File: src/rtl/limn2600_bus_master.sv
// limn2600_bus_master: Limn2600 SRAM-bus initiator with sub-word RMW stores, alignment checks and rdy timeout
module limn2600_bus_master #(
    parameter int          TIMEOUT_CYCLES = 16,
    parameter logic [31:0] ERR_RDATA      = 32'h00000000
) (
    input  logic        clk,
    input  logic        rst,
    input  logic        req_valid,
    output logic        req_ready,
    input  logic        req_we,
    input  logic [1:0]  req_size,
    input  logic [31:0] req_addr,
    input  logic [31:0] req_wdata,
    output logic        resp_valid,
    output logic [31:0] resp_rdata,
    output logic        resp_err,
    output logic        bus_cs,
    output logic        bus_we,
    output logic [31:0] bus_addr,
    output logic [31:0] bus_wdata,
    input  logic [31:0] bus_rdata,
    input  logic        bus_rdy
);
    localparam int CW = $clog2(TIMEOUT_CYCLES + 1);

    typedef enum logic [2:0] {IDLE, RD_ISSUE, RD_WAIT, WR_ISSUE, WR_WAIT, RESP} state_t;

    state_t         state, state_d;
    logic           we_q;
    logic [1:0]     size_q, lane_q;
    logic [31:0]    wdata_q;
    logic [CW-1:0]  cnt, cnt_d;
    logic [31:0]    addr_d, wdata_d, rdata_d;
    logic           err_d, accept, bad, timeout, rmw;
    logic [4:0]     sh;
    logic [31:0]    mask, loaded, merged;

    assign accept  = state == IDLE && req_ready && req_valid;
    assign bad     = req_size == 2'd3 || (req_size == 2'd1 && req_addr[0]) || (req_size == 2'd2 && req_addr[1:0] != 2'd0);
    assign timeout = cnt == CW'(TIMEOUT_CYCLES - 1);
    assign rmw     = state == RD_WAIT && we_q;
    assign sh      = {lane_q, 3'b000};
    assign mask    = size_q == 2'd0 ? 32'h000000ff : size_q == 2'd1 ? 32'h0000ffff : 32'hffffffff;
    assign loaded  = (bus_rdata >> sh) & mask;
    assign merged  = (bus_rdata & ~(mask << sh)) | ((wdata_q & mask) << sh);

    // Next state plus the values the registered outputs take on the coming edge
    always_comb begin
        state_d = state;
        cnt_d   = cnt;
        addr_d  = bus_addr;
        wdata_d = bus_wdata;
        rdata_d = 32'd0;
        err_d   = 1'b0;
        case (state)
            IDLE: if (accept) begin
                addr_d  = {req_addr[31:2], 2'b00};
                wdata_d = req_wdata;
                err_d   = bad;
                rdata_d = bad ? ERR_RDATA : 32'd0;
                state_d = bad ? RESP : (req_we && req_size == 2'd2) ? WR_ISSUE : RD_ISSUE;
            end
            RD_ISSUE: begin
                state_d = RD_WAIT;
                cnt_d   = '0;
            end
            WR_ISSUE: begin
                state_d = WR_WAIT;
                cnt_d   = '0;
            end
            RD_WAIT, WR_WAIT: if (bus_rdy) begin
                state_d = rmw ? WR_ISSUE : RESP;
                wdata_d = rmw ? merged : bus_wdata;
                rdata_d = state == RD_WAIT && !we_q ? loaded : 32'd0;
            end else if (timeout) begin
                state_d = RESP;
                err_d   = 1'b1;
                rdata_d = ERR_RDATA;
            end else begin
                cnt_d = cnt + 1'b1;
            end
            RESP: state_d = IDLE;
            default: state_d = IDLE;
        endcase
    end

    // State register; reset abandons any access in flight
    always_ff @(posedge clk or negedge rst) begin
        if (!rst) state <= IDLE;
        else      state <= state_d;
    end

    // Registered outputs, timeout counter and latched request
    always_ff @(posedge clk or negedge rst) begin
        if (!rst) begin
            req_ready  <= 1'b0;
            resp_valid <= 1'b0;
            resp_rdata <= 32'd0;
            resp_err   <= 1'b0;
            bus_cs     <= 1'b0;
            bus_we     <= 1'b0;
            bus_addr   <= 32'd0;
            bus_wdata  <= 32'd0;
            cnt        <= '0;
            we_q       <= 1'b0;
            size_q     <= 2'd0;
            lane_q     <= 2'd0;
            wdata_q    <= 32'd0;
        end else begin
            req_ready  <= state_d == IDLE;
            resp_valid <= state_d == RESP;
            resp_rdata <= state_d == RESP ? rdata_d : 32'd0;
            resp_err   <= state_d == RESP && err_d;
            bus_cs     <= state_d == RD_ISSUE || state_d == WR_ISSUE;
            bus_we     <= state_d == WR_ISSUE;
            bus_addr   <= addr_d;
            bus_wdata  <= wdata_d;
            cnt        <= cnt_d;
            if (accept) begin
                we_q    <= req_we;
                size_q  <= req_size;
                lane_q  <= req_addr[1:0];
                wdata_q <= req_wdata;
            end
        end
    end
endmodule
File: config.mk
export PLATFORM = sky130hd
export DESIGN_NAME = limn2600_bus_master
export DESIGN_NICKNAME = d
export VERILOG_FILES = /design/src/rtl/limn2600_bus_master.sv
export SDC_FILE = /design/constraint.sdc
export NUM_CORES = 1
export LEC_CHECK = 0
export CORE_AREA = 2 2 129 194
export CTS_BUF_LIST = sky130_fd_sc_hd__clkbuf_4
export DETAILED_ROUTE_END_ITERATION = 6
export DIE_AREA = 0 0 131 196
export PLACE_DENSITY = 0.63
export SYNTH_ARGS = -nofsm -noshare
export SYNTH_HDL_FRONTEND = slang
export SYNTH_SLANG_ARGS = --single-unit
export TNS_END_PERCENT = 20
File: constraint.sdc
create_clock -name clk -period 2.2 [get_ports clk]
set_clock_uncertainty 0.05 [all_clocks]
set_input_delay 0.44 -clock clk [delete_from_list [all_inputs] [get_ports clk]]
set_output_delay 0.44 -clock clk [all_outputs]
set_load 0.05 [all_outputs]
# Word-level counts from Yosys, hierarchy flattened
# Index checks and enable logic that the tools add are counted.
[word_totals]
register_bits = 144
in_bits = 103
out_inout_bits = 101
elab_cells = 87
[classes]
addsub = 1
n_eq_ne = 17
shift = 3
mux = 24
n_bitwise = 5
reduce_logical = 23
[op_table]
columns = ["op", "count"]
rows = [
  ["two-way mux 32 bit", 9],
  ["AND 32 bit", 3],
  ["one-hot mux 32 bit (2 select lines)", 1],
  ["<< shifter 32 x 5 -> 32 bit", 2],
  ["NOT 32 bit", 1],
  ["OR 32 bit", 1],
  [">> shifter 32 x 5 -> 32 bit", 1],
  ["two-way mux 3 bit", 5],
  ["one-hot mux 3 bit (4 select lines)", 1],
  ["two-way mux 5 bit", 2],
  ["inequality test 2 bit (second input constant)", 5],
  ["one-hot mux 5 bit (2 select lines)", 1],
  ["== test 3 x 2 -> 1 bit (second input constant)", 3],
  ["logical AND 1 bit", 8],
  ["== test 3 x 1 -> 1 bit (second input constant)", 2],
  ["== test 3 bit (second input constant)", 2],
  ["logical NOT 3 bit", 2],
  ["nonzero test 2 bit", 3],
  ["adder 5 x 1 -> 5 bit (second input constant)", 1],
  ["== test 5 x 4 -> 1 bit (second input constant)", 1],
  ["== test 2 x 1 -> 1 bit (second input constant)", 2],
  ["== test 2 bit (second input constant)", 2],
  ["AND reduction 4 bit", 1],
  ["OR reduction 2 bit", 2],
  ["8 further kinds", 12],
]

# Logic depth before layout (Yosys ltp)
[logic_depth]
ltp_word = 10
ltp_mapped = 8
ltp_nobuf = 7

# Worst setup path before layout
# No wires, ideal clock.
[synth_path]
path_type = "reg2reg"
startpoint = "register req_ready"
endpoint = "register bus_we"
setup_ps = 120
arrival_time_ps = 2003
t_required_ps = 2030
slack_ps = 27
path_stages_with_launch = 6
path_buffers = 1
period_less_slack_ps = 2173
cell_sequence = "dfrtp_1 -> or4b_4 -> or2_0 -> buf_2 -> o32a_1 -> and4_1"
[synth_via]
elab_chain_len = 5
[synth_lines]
columns = ["item", "line", "text"]
rows = [
  ["start, declared", "9", "output logic req_ready,"],
  ["start signal, assigned", "96", "req_ready <= 1'b0;"],
  ["start signal, assigned", "110", "req_ready <= state_d == IDLE;"],
  ["logical AND 1 bit (2 in a row)", "38", "assign accept = state == IDLE && req_ready && req_valid;"],
  ["two-way mux 3 bit", "56", "IDLE: if (accept) begin"],
  ["one-hot mux 3 bit (4 select lines)", "55", "case (state)"],
  ["== test 3 x 2 -> 1 bit", "115", "bus_we <= state_d == WR_ISSUE;"],
  ["end signal, assigned", "101", "bus_we <= 1'b0;"],
  ["end signal, assigned", "115", ""],
  ["end, declared", "18", "output logic bus_we,"],
]
# Every way passes these cells.
# A chain may end at the register's enable or synchronous reset.

# Worst setup path in the final report
[layout_path]
startpoint = "register cnt[0]"
endpoint = "register cnt[3]"
[layout_via]
elab_chain_len = 4
word_cells_on_any_way = 7
classes_between = "1 x add/sub; 2 x eq/ne; 3 x mux; 1 x reduce/logical"
[layout_lines]
columns = ["item", "line", "text"]
rows = [
  ["start, declared", "32", "logic [CW-1:0] cnt, cnt_d;"],
  ["start signal, assigned", "118", "cnt <= cnt_d;"],
  ["adder 5 x 1 -> 5 bit", "80", "cnt_d = cnt + 1'b1;"],
  ["two-way mux 5 bit", "75", "end else if (timeout) begin"],
  ["two-way mux 5 bit", "71", "RD_WAIT, WR_WAIT: if (bus_rdy) begin"],
  ["one-hot mux 5 bit (2 select lines)", "55", ""],
]
# Parallel ways exist; a longest one is shown, timed or not. The select of a mux whose other input is x is not followed.

==> qor.yml <==
layout:
  n_fill_cell: 2475
  design_area_um2: 9770
  final_nets: 1099
  seqCellArea_um2: 3610
  syn_to_final_growth_pct: 38.1
  final_core_util_pct: 40.6
  multi_input_area_um2: 3170
  drive_above_1_share_pct: 7.36
yosys:
  synth-async-reset-ratio_pct: 100
  synth_seq_area_share_pct: 50.9
  synthSimpleGateAreaFrac_pct: 20.7
  synth_xor_area_share_pct: 0.248
  avgSynthCellArea_um2: 8.87
  synth_edf_count: 0
  synth-seq-cells: 144
  synth-compound-area-share_pct: 16.0
  synth_mux_area_share_pct: 7.07
  synth_top_family_by_area: "simple AND/OR/NAND/NOR gates"
  synth_fa_ha_area_share_pct: 0.354
  synth_ff_type: "dfrtp_1"
  synthesis.area_um2: 7080
  synthCells: 798
  yosys.cell_types.count: 50
  yosysWarningCount: 0
worst_hold_path:
  hold_path_class: "in2reg"
  min-delay-start: "req_addr[26]"
  min_to: "bus_addr[26]$_DFFE_PN0P_"
  holdPathStages: 3
run_status:
  status: "finished, final reports clean"
drt:
  via_per_inst: 4.95
  drt_first_pass_iters: 6
  wirelength_um: 24200
  drtIter0Drc: 433
  antenna_left: 0
  vias: 6582
  post-route-drc-count: 0
  wire_per_inst_um: 18.1
place:
  placed_cell_area_um2: 9580
  io_buffers: 201
  hpwl_um: 18100
  gp_congestion: 0.882
die:
  core_area_um2: 24100
  dieArea_um2: 25700
  initial_core_util_pct: 29.4
  rows: 70
  die_x_um: 131
  die_height_um: 196
  pin_count: 204
global_route:
  grt_pass1_vias: 6578
  antenna_found_initial: 2
  grt_max_degree: 59
  grt-ovfl-total: 0
  grt_util_all_layers_pct: 18.8
  grt_pass1_wl_um: 36600
pwr:
  power_w: 0.0143
  power_leakage_nw: 4.68
  p_per_area_nw_per_um2: 1460
  irDropWorstVdd_v: 0.000670
setup_path:
  crit_required_ns: 2.61
  reg2reg_to: "cnt[3]$_DFFE_PN0P_"
  endpoint_kind: "flop"
  worstSetupStartpoint: "cnt[0]$_DFFE_PN0P_"
  path_max_fanout: 4
  crit_type: "reg2reg"
  crit_path_start_kind: "flop"
  worstPathArrival_ns: 2.52
  r2r_setup_slack_ns: 0.09
  reg2reg_depth: 7
  r2r-start: "cnt[0]$_DFFE_PN0P_"
clock_tree:
  postCtsSetupBuffers: 0
  clkLatencyLatePin_ns: 0.57
  clock-sinks: 144
  clkTransAtPathRegs_ns: 0.13
  h-tree-depth: 4
  cts_root_buf: "clkbuf_4"
  cts_buffers: 17
  cts_buffer_depth: 2
  cts_tree: "built"
sta:
  setup_viol: 0
  fmax_mhz: 474
  slew_violations: 0
  period_minus_slack_ns: 2.11
  rsz0062_at_grt: "false"
  worst_slew_pin_slew_ns: 0.641
  finalHoldViolations: 0
  slew_headroom_pct: 57.3
  finalCritPeriodShare_pct: 96.0
flow_run:
  drv_cap: 0
==> cell usage after synthesis, types with 5 or more instances <==
cell type | instances | share of area, %
a211oi_1 | 28 | 3.0
a21oi_1 | 26 | 1.8
a22oi_1 | 9 | 0.95
buf_2 | 15 | 1.1
clkbuf_1 | 35 | 1.9
dfrtp_1 | 144 | 51
inv_1 | 21 | 1.1
mux2i_1 | 50 | 7.1
nand2_1 | 234 | 12
nand2b_1 | 5 | 0.44
nand3_1 | 12 | 0.85
nor2_1 | 48 | 2.5
nor2b_1 | 20 | 1.8
nor3_1 | 8 | 0.57
o211ai_1 | 5 | 0.53
o21ai_0 | 57 | 4.0
o22a_1 | 9 | 1.1
o311ai_0 | 9 | 1.1
o31ai_1 | 8 | 0.85
==> sequential cells by signal (all words and copies together), names as in the netlist <==
signal / cells
bus_addr: 30
bus_cs: 1
bus_wdata: 32
bus_we: 1
cnt: 5
lane_q: 2
req_ready: 1
resp_err: 1
resp_rdata: 32
resp_valid: 1
size_q: 2
state: 3
wdata_q: 32
we_q: 1
==> per-layer routing <==
| metal | routed length [um] | up-vias | global-route usage, % |
|---|---|---|---|
| met3 | 1420 | 58 | 3.90 |
| met5 | 0 | - | 0 |
| li1 | - | 3108 | - |
| met2 | 12200 | 251 | 31.8 |
| met4 | 973 | 0 | 9.18 |
| met1 | 9520 | 3165 | 22.4 |
==> how the worst max path moves through the flow <==
| stage | to | slack [ns] | cells after the start |
|---|---|---|---|
| floorplan | bus_we$_DFF_PN0_ | 0.03 | 5 |
| global route | cnt[3]$_DFFE_PN0P_ | 0.01 | 7 |
| global placement | resp_err$_DFF_PN0_ | 0.02 | 4 |
| detailed placement | resp_rdata[24]$_DFF_PN0_ | -0.03 | 5 |
| CTS | resp_err$_DFF_PN0_ | 0.0008 | 4 |
| finish | cnt[3]$_DFFE_PN0P_ | 0.09 | 7 |
==> stage by stage <==
| stage | hold slack, ns | TNS [ns] | std cells | setup slack, ns |
|---|---|---|---|---|
| global placement | 0.407 | 0 | 1298 | 0.0173 |
| CTS | 0.275 | 0 | 1329 | 0.000809 |
| floorplan | 0.0944 | 0 | 799 | 0.0268 |
| detailed placement | 0.412 | -0.0577 | 1298 | -0.0346 |
| finish | 0.328 | 0 | 1331 | 0.0890 |
| global route | 0.295 | 0 | 1331 | 0.0118 |
==> cell families (layout without fill, tap and decap cells) <==
group,count (synthesis),after routing
DFF,144,144
muxes,50,50
AOI/OAI and AO/OA,173,173
and+or+nand+nor,348,348
adders and majority gates,2,2
other,1,4
xor gates and xnor gates,2,2
buffers and inverters,78,284
==> power by group <==
| part | leakage (nW) | internal, W | switching (W) |
|---|---|---|---|
| registers | 1.84 | 0.00364 | 0.000893 |
| logic | 2.69 | 0.00255 | 0.00539 |
| clock network | 0.156 | 0.000795 | 0.000993 |
==> worst max-delay path, cell delays in order, from the launching register on <==
cell     delay [ns]
dfrtp_1        0.42
ha_1           0.23
and3_1         0.16
ha_1           0.21
nor2_1         0.23
nand4_1        0.22
mux2i_1        0.16
a311o_1        0.32
==> placed cells by master (no fill, tap or decap), types with 19 or more instances in the layout <==
| cell type | netlist | layout |
|---|---|---|
| a211oi_1 | 28 | 28 |
| a21oi_1 | 26 | 24 |
| buf_4 | 2 | 25 |
| clkbuf_4 | 0 | 19 |
| clkdlybuf4s50_1 | 0 | 101 |
| dfrtp_1 | 144 | 143 |
| dlygate4sd2_1 | 0 | 98 |
| inv_1 | 21 | 21 |
| mux2i_1 | 50 | 50 |
| nand2_1 | 234 | 234 |
| nor2_1 | 48 | 47 |
| nor2b_1 | 20 | 20 |
| o21ai_0 | 57 | 57 |
==> what timing repair did <==
item | 4_1_cts | 5_1_grt
hold buffers | 1 | 0
endpoints found under the hold margin | 54 | 0
resized for setup | 98 | 4
setup endpoints to repair | 98 | 4
==> area by class of cell <==
class | instances | share of cell area (%)
sequential | 144 | 36.9
clock inverter | 11 | 1.46
multi-input combinational | 577 | 32.5
inverter | 21 | 0.806
clock buffer | 19 | 1.46
tap | 324 | 4.15
timing repair buffer | 233 | 22.7
antenna | 2 | 0.0512
No activity file was read; power rests on OpenSTA's default activity.
==> variant 1 (same settings) <==
Re-encode `state_t` (6 states) as one-hot, 6 bits wide.
--- a/src/rtl/limn2600_bus_master.sv
+++ b/src/rtl/limn2600_bus_master.sv
@@ -23,7 +23,7 @@
 );
     localparam int CW = $clog2(TIMEOUT_CYCLES + 1);
 
-    typedef enum logic [2:0] {IDLE, RD_ISSUE, RD_WAIT, WR_ISSUE, WR_WAIT, RESP} state_t;
+    typedef enum logic [5:0] {IDLE = 6'b000001, RD_ISSUE = 6'b000010, RD_WAIT = 6'b000100, WR_ISSUE = 6'b001000, WR_WAIT = 6'b010000, RESP = 6'b100000} state_t;
 
     state_t         state, state_d;
     logic           we_q;
Check against the original RTL: no difference found for any inputs over 4 cycles, from zero or initial values and one cycle with rst low; so few cycles prove little.
==> variant 1 against the unedited design <==
Critical path depth is 1 lower; power shrank 1.4%; first-iteration DRC count fell by 23%; cell count down 12%; routed wire length fell by 4.3%; global-route usage shrank 0.30 points; cell area increased by 2.2%; critical path type unchanged; sequential cell count grew 3; worst setup slack worse by 0.031 ns; area after synthesis rose by 2.1%; largest cell class unchanged.
==> variant 1: results (changes against the unedited design) <==
maximum fanout along the worst path=18 (was 4); IO buf count=201 (unchanged); Worst EP arrival=2.60 ns (was 2.52 ns); largest net degree at the start of global routing=55 (was 59); min-delay worst type=in -> async (was in -> reg); top flop regs=bus_wdata: 32 flops, resp_rdata: 32 flops, wdata_q: 32 flops (unchanged); critical path's largest stage delay=0.45 ns (was 0.42 ns); vias in the first global route=6,097 (was 6,578); synth unique cells=51 (was 50); wl on met1=8.79 mm (was 9.52 mm); nets=935 (was 1,099); met3 routed WL=1.06 mm (was 1.42 mm); Worst path slowest cell=dfrtp_1 (unchanged); post-DP HPWL=17.8 mm (was 18.1 mm); initial antenna violation count=1 (was 2); 1st-pass router iterations=5 (was 6); pre-CTS setup slack=-0.0590 ns (was -0.0346 ns); Main synth FF type=dfrtp_1 (unchanged); initial DRC count=335 (was 433); placement-stage cell area=9800 um2 (was 9580 um2); share of flip-flops with an asynchronous set or reset=100% (unchanged); Rel. slew slack=53.2% (was 57.3%); RePlAce Congestion=0.885 (was 0.882); Max VDD drop=0.719 mV (was 0.670 mV); global-route wire length before repair=35.6 mm (was 36.6 mm); post-synthesis sequential area ratio=50.9% (about the same); top post-synthesis cells by count=dfrtp_1 (146), mux2_4 (51), nor2_1 (46) (was nand2_1 (234), dfrtp_1 (144), o21ai_0 (57)); # DRC=0 (unchanged); layout cell share with drive strength beyond 1=18.1% (was 7.36%); Ys Warns=0 (unchanged); Leakage=4.62 nW (was 4.68 nW); Routed WL=23.1 mm (was 24.2 mm); gr usage total=18.5% (was 18.8%); status=completed (unchanged); clock slew at reported path FFs=0.13 ns (about the same); Max H-tree Level=4 (unchanged); EDFF count, synth=0 (unchanged); CTS Root Cell=clkbuf_4 (unchanged); clk buf depth=2 (unchanged); CTS Buf Count=17 (unchanged); Fill cells=2,335 (was 2,475); ranking of synthesized cells by area=dfrtp_1 (51%), mux2_4 (11%), mux2i_1 (4.4%) (was dfrtp_1 (51%), nand2_1 (12%), mux2i_1 (7.1%)); Clk Latency, worst-skew pair=0.57 ns (about the same); top layer in use=met4 (unchanged); NetSw=0.00646 W (was 0.00728 W); setup bufs post-CTS=0 (unchanged); via count=5,774 (was 6,582); met2 routed WL=12.2 mm (about the same)
-- variant 1: final timing paths --
check,startpoint,end,slack [ns],cells past startpoint
worst min register to register,bus_addr[23],bus_addr[23],0.46,1
worst max register to register,state[1],bus_wdata[12],0.06,6
max in group asynchronous,rst,state[0],1.26,3
min in group clk,req_addr[2],bus_addr[2],0.42,2
worst max-delay path,state[1],bus_wdata[12],0.06,6
worst min-delay path,rst,bus_addr[2],0.24,2
-- variant 1: area by class of cell --
class / instances / area (um2) / area share, %
sequential: 147 / 3680 / 36.8
multi-input combinational: 409 / 3270 / 32.8
timing repair buffer: 245 / 2310 / 23.1
tap: 324 / 405 / 4.06
clock buffer: 19 / 143 / 1.43
clock inverter: 13 / 140 / 1.40
inverter: 10 / 37.5 / 0.376
antenna: 1 / 2.50 / 0.0251
-- variant 1: power groups by stage --
stage / combinational [W] / clock (W) / sequential, W
CTS: 0.00779 / 0.00181 / 0.00454
global placement: 0.00810 / 0 / 0.00461
floorplan: 0.00372 / 0 / 0.00635
finish: 0.00776 / 0.00176 / 0.00455
global route: 0.00822 / 0.00192 / 0.00468
detailed placement: 0.00819 / 0 / 0.00461
-- variant 1: repair_timing --
action / CTS / global route
setup endpoints to repair: 100 / 13
hold buffers: 1 / 0
resized for setup: 100 / 4
endpoints found under the hold margin: 97 / 0
-- variant 1: per-layer routing --
layer | vias to the layer above | GRT usage (%)
met5 | - | 0
met4 | 0 | 9.02
met3 | 50 | 3.85
met2 | 191 | 32.6
met1 | 2832 | 20.8
li1 | 2701 | -
-- variant 1: metrics by stage --
stage | setup TNS [ns] | hold slack, ns | instances
floorplan | 0 | 0.0944 | 618
global placement | -0.144 | 0.282 | 1134
detailed placement | -0.0617 | 0.282 | 1134
CTS | 0 | 0.206 | 1167
global route | -0.146 | 0.212 | 1168
finish | 0 | 0.238 | 1168
-- variant 1: cells by family (layout without fill, tap and decap cells) --
| family | Yosys count | after routing | synth area share (%) |
|---|---|---|---|
| AO/OA/AOI/OAI | 167 | 167 | 16.4 |
| XOR/XNOR | 2 | 2 | 0.242 |
| adder cells (fa/ha/maj) | 2 | 2 | 0.346 |
| buffers and inverters | 62 | 287 | 4.17 |
| flip-flops | 147 | 147 | 50.9 |
| multiplexers | 104 | 104 | 18.3 |
| other | 1 | 3 | 0.0519 |
| AND/OR/NAND/NOR | 132 | 132 | 9.58 |
-- variant 1: critical path: cells and delay by family, from the launching register on --
kind            cells  cell delay (ns)
simple gates        2             0.60
buf+inv             2             0.58
flops               1             0.45
compound gates      2             0.40
==> variant 2 (config.mk and constraints unchanged) <==
Without the edit above. The parameter `TIMEOUT_CYCLES` goes from 16 to 32.
--- a/src/rtl/limn2600_bus_master.sv
+++ b/src/rtl/limn2600_bus_master.sv
@@ -1,6 +1,6 @@
 // limn2600_bus_master: Limn2600 SRAM-bus initiator with sub-word RMW stores, alignment checks and rdy timeout
 module limn2600_bus_master #(
-    parameter int          TIMEOUT_CYCLES = 16,
+    parameter int          TIMEOUT_CYCLES = 32,
     parameter logic [31:0] ERR_RDATA      = 32'h00000000
 ) (
     input  logic        clk,
Formal check against the unedited RTL: no difference found for any inputs over 4 cycles, from zero or initial values and one cycle with rst low; that may be too few to reach the edited logic, so the function may still have changed.
==> variant 2 against the unedited design <==
Routed wire length shrank 4.9%; cell area fell by 2.9%; combinational power is 1% lower; power is 3.1% lower; sequential cell count rose by 1; register-to-register slack gained 0.08 ns; worst setup slack gained 0.050 ns; area after synthesis down 2.1%; critical endpoint is now req_ready.
==> variant 2: results (changes against the unedited design) <==
Max H-tree Level=4 (unchanged); critical path's largest stage delay=0.57 ns (was 0.42 ns); Int Pwr=0.00664 W (was 0.00699 W); post-synthesis mux area share=4.05% (was 7.07%); largest net degree at the start of global routing=103 (was 59); gr usage total=18.2% (was 18.8%); Multi-Input Combinational=564 (was 577); status=completed (unchanged); Avg WL per Cell=17.6 um (was 18.1 um); top layer in use=met4 (unchanged); Worst Hold Launch=req_addr[23] (was req_addr[26]); top post-synthesis cells by count=nand2_1 (251), dfrtp_1 (145), o21ai_0 (48) (was nand2_1 (234), dfrtp_1 (144), o21ai_0 (57)); nets=1,069 (was 1,099); crit path from=req_ready (was cnt[0]); Fill cells=2,488 (was 2,475); met2 Track Usage GR=32.2% (was 31.8%); initial DRC count=415 (was 433); synth unique cells=46 (was 50); bufs w/o clock=235 (was 233); Rel. slew slack=59.7% (was 57.3%); GR Layer Usage met3=3.49% (was 3.90%); share of flip-flops with an asynchronous set or reset=100% (unchanged); via count=6,223 (was 6,582); Hold-fix buffers, CTS=1 (unchanged); non-clk buf share=23.1% (was 22.7%); Leakage=4.57 nW (was 4.68 nW); initial antenna violation count=2 (unchanged); Synth Area in XOR/XNOR=1.01% (was 0.248%); RePlAce Congestion=0.863 (was 0.882); inverter count=2 (was 21); met2 routed WL=12.1 mm (was 12.2 mm); wl on met1=8.56 mm (was 9.52 mm); largest delay contributor family on the critical path=buffers and inverters (was simple AND/OR/NAND/NOR gates); P_comb=0.00783 W (was 0.00794 W); clk buf depth=2 (unchanged); Max VDD drop=0.737 mV (was 0.670 mV); post_cts resized=93 (was 98); post-DP HPWL=17.6 mm (was 18.1 mm); IO buf count=201 (unchanged); Post-Synth Adder-Cell Area=0.181% (was 0.354%); met3 routed WL=1.35 mm (was 1.42 mm); Clk network pwr share=11.2% (was 12.5%); maximum fanout along the worst path=3 (was 4); fraction of area in registers=38.3% (was 36.9%); Worst path slowest cell=dlygate4sd2_1 (was dfrtp_1); ranking of synthesized cells by area=dfrtp_1 (52%), nand2_1 (14%), mux2i_1 (4.0%) (was dfrtp_1 (51%), nand2_1 (12%), mux2i_1 (7.1%)); met1 Use GR=20.7% (was 22.4%); post-synthesis sequential area ratio=52.4% (was 50.9%); worst r2r src=state[2] (was cnt[0]); global-route wire length before repair=35.1 mm (was 36.6 mm); vias in the first global route=6,296 (was 6,578); Worst EP arrival=1.57 ns (was 2.52 ns); Layout clock area frac=2.62% (was 2.92%); multi-input gate share of total cell area=31.6% (was 32.5%); Synth Register Bits=145 (was 144); compound-cell area share of the yosys netlist=16.1% (was 16.0%); 1st-pass router iterations=5 (was 6); setup bufs post-CTS=0 (unchanged); layout cell share with drive strength beyond 1=8.59% (was 7.36%)
-- variant 2: worst paths after layout --
| kind | to | slack [ns] | cells after the start |
|---|---|---|---|
| max in group asynchronous | wdata_q[15] | 1.22 | 3 |
| worst min-delay path | bus_addr[23] | 0.33 | 3 |
| worst max register to register | bus_wdata[7] | 0.17 | 7 |
| worst min register to register | bus_addr[14] | 0.43 | 2 |
| min in group asynchronous | bus_addr[3] | 0.42 | 3 |
| worst max-delay path | req_ready | 0.14 | 1 |
-- variant 2: metrics by stage --
stage	setup slack, ns	area, um2	total power (W)	util, %	instances
floorplan	0.582	6930	0.00987	-	761
global placement	0.173	9340	0.0127	38.8	1269
detailed placement	0.115	9340	0.0128	38.8	1269
CTS	0.0829	9480	0.0139	39.4	1302
global route	0.0594	9490	0.0148	39.4	1304
finish	0.139	9490	0.0138	39.4	1304
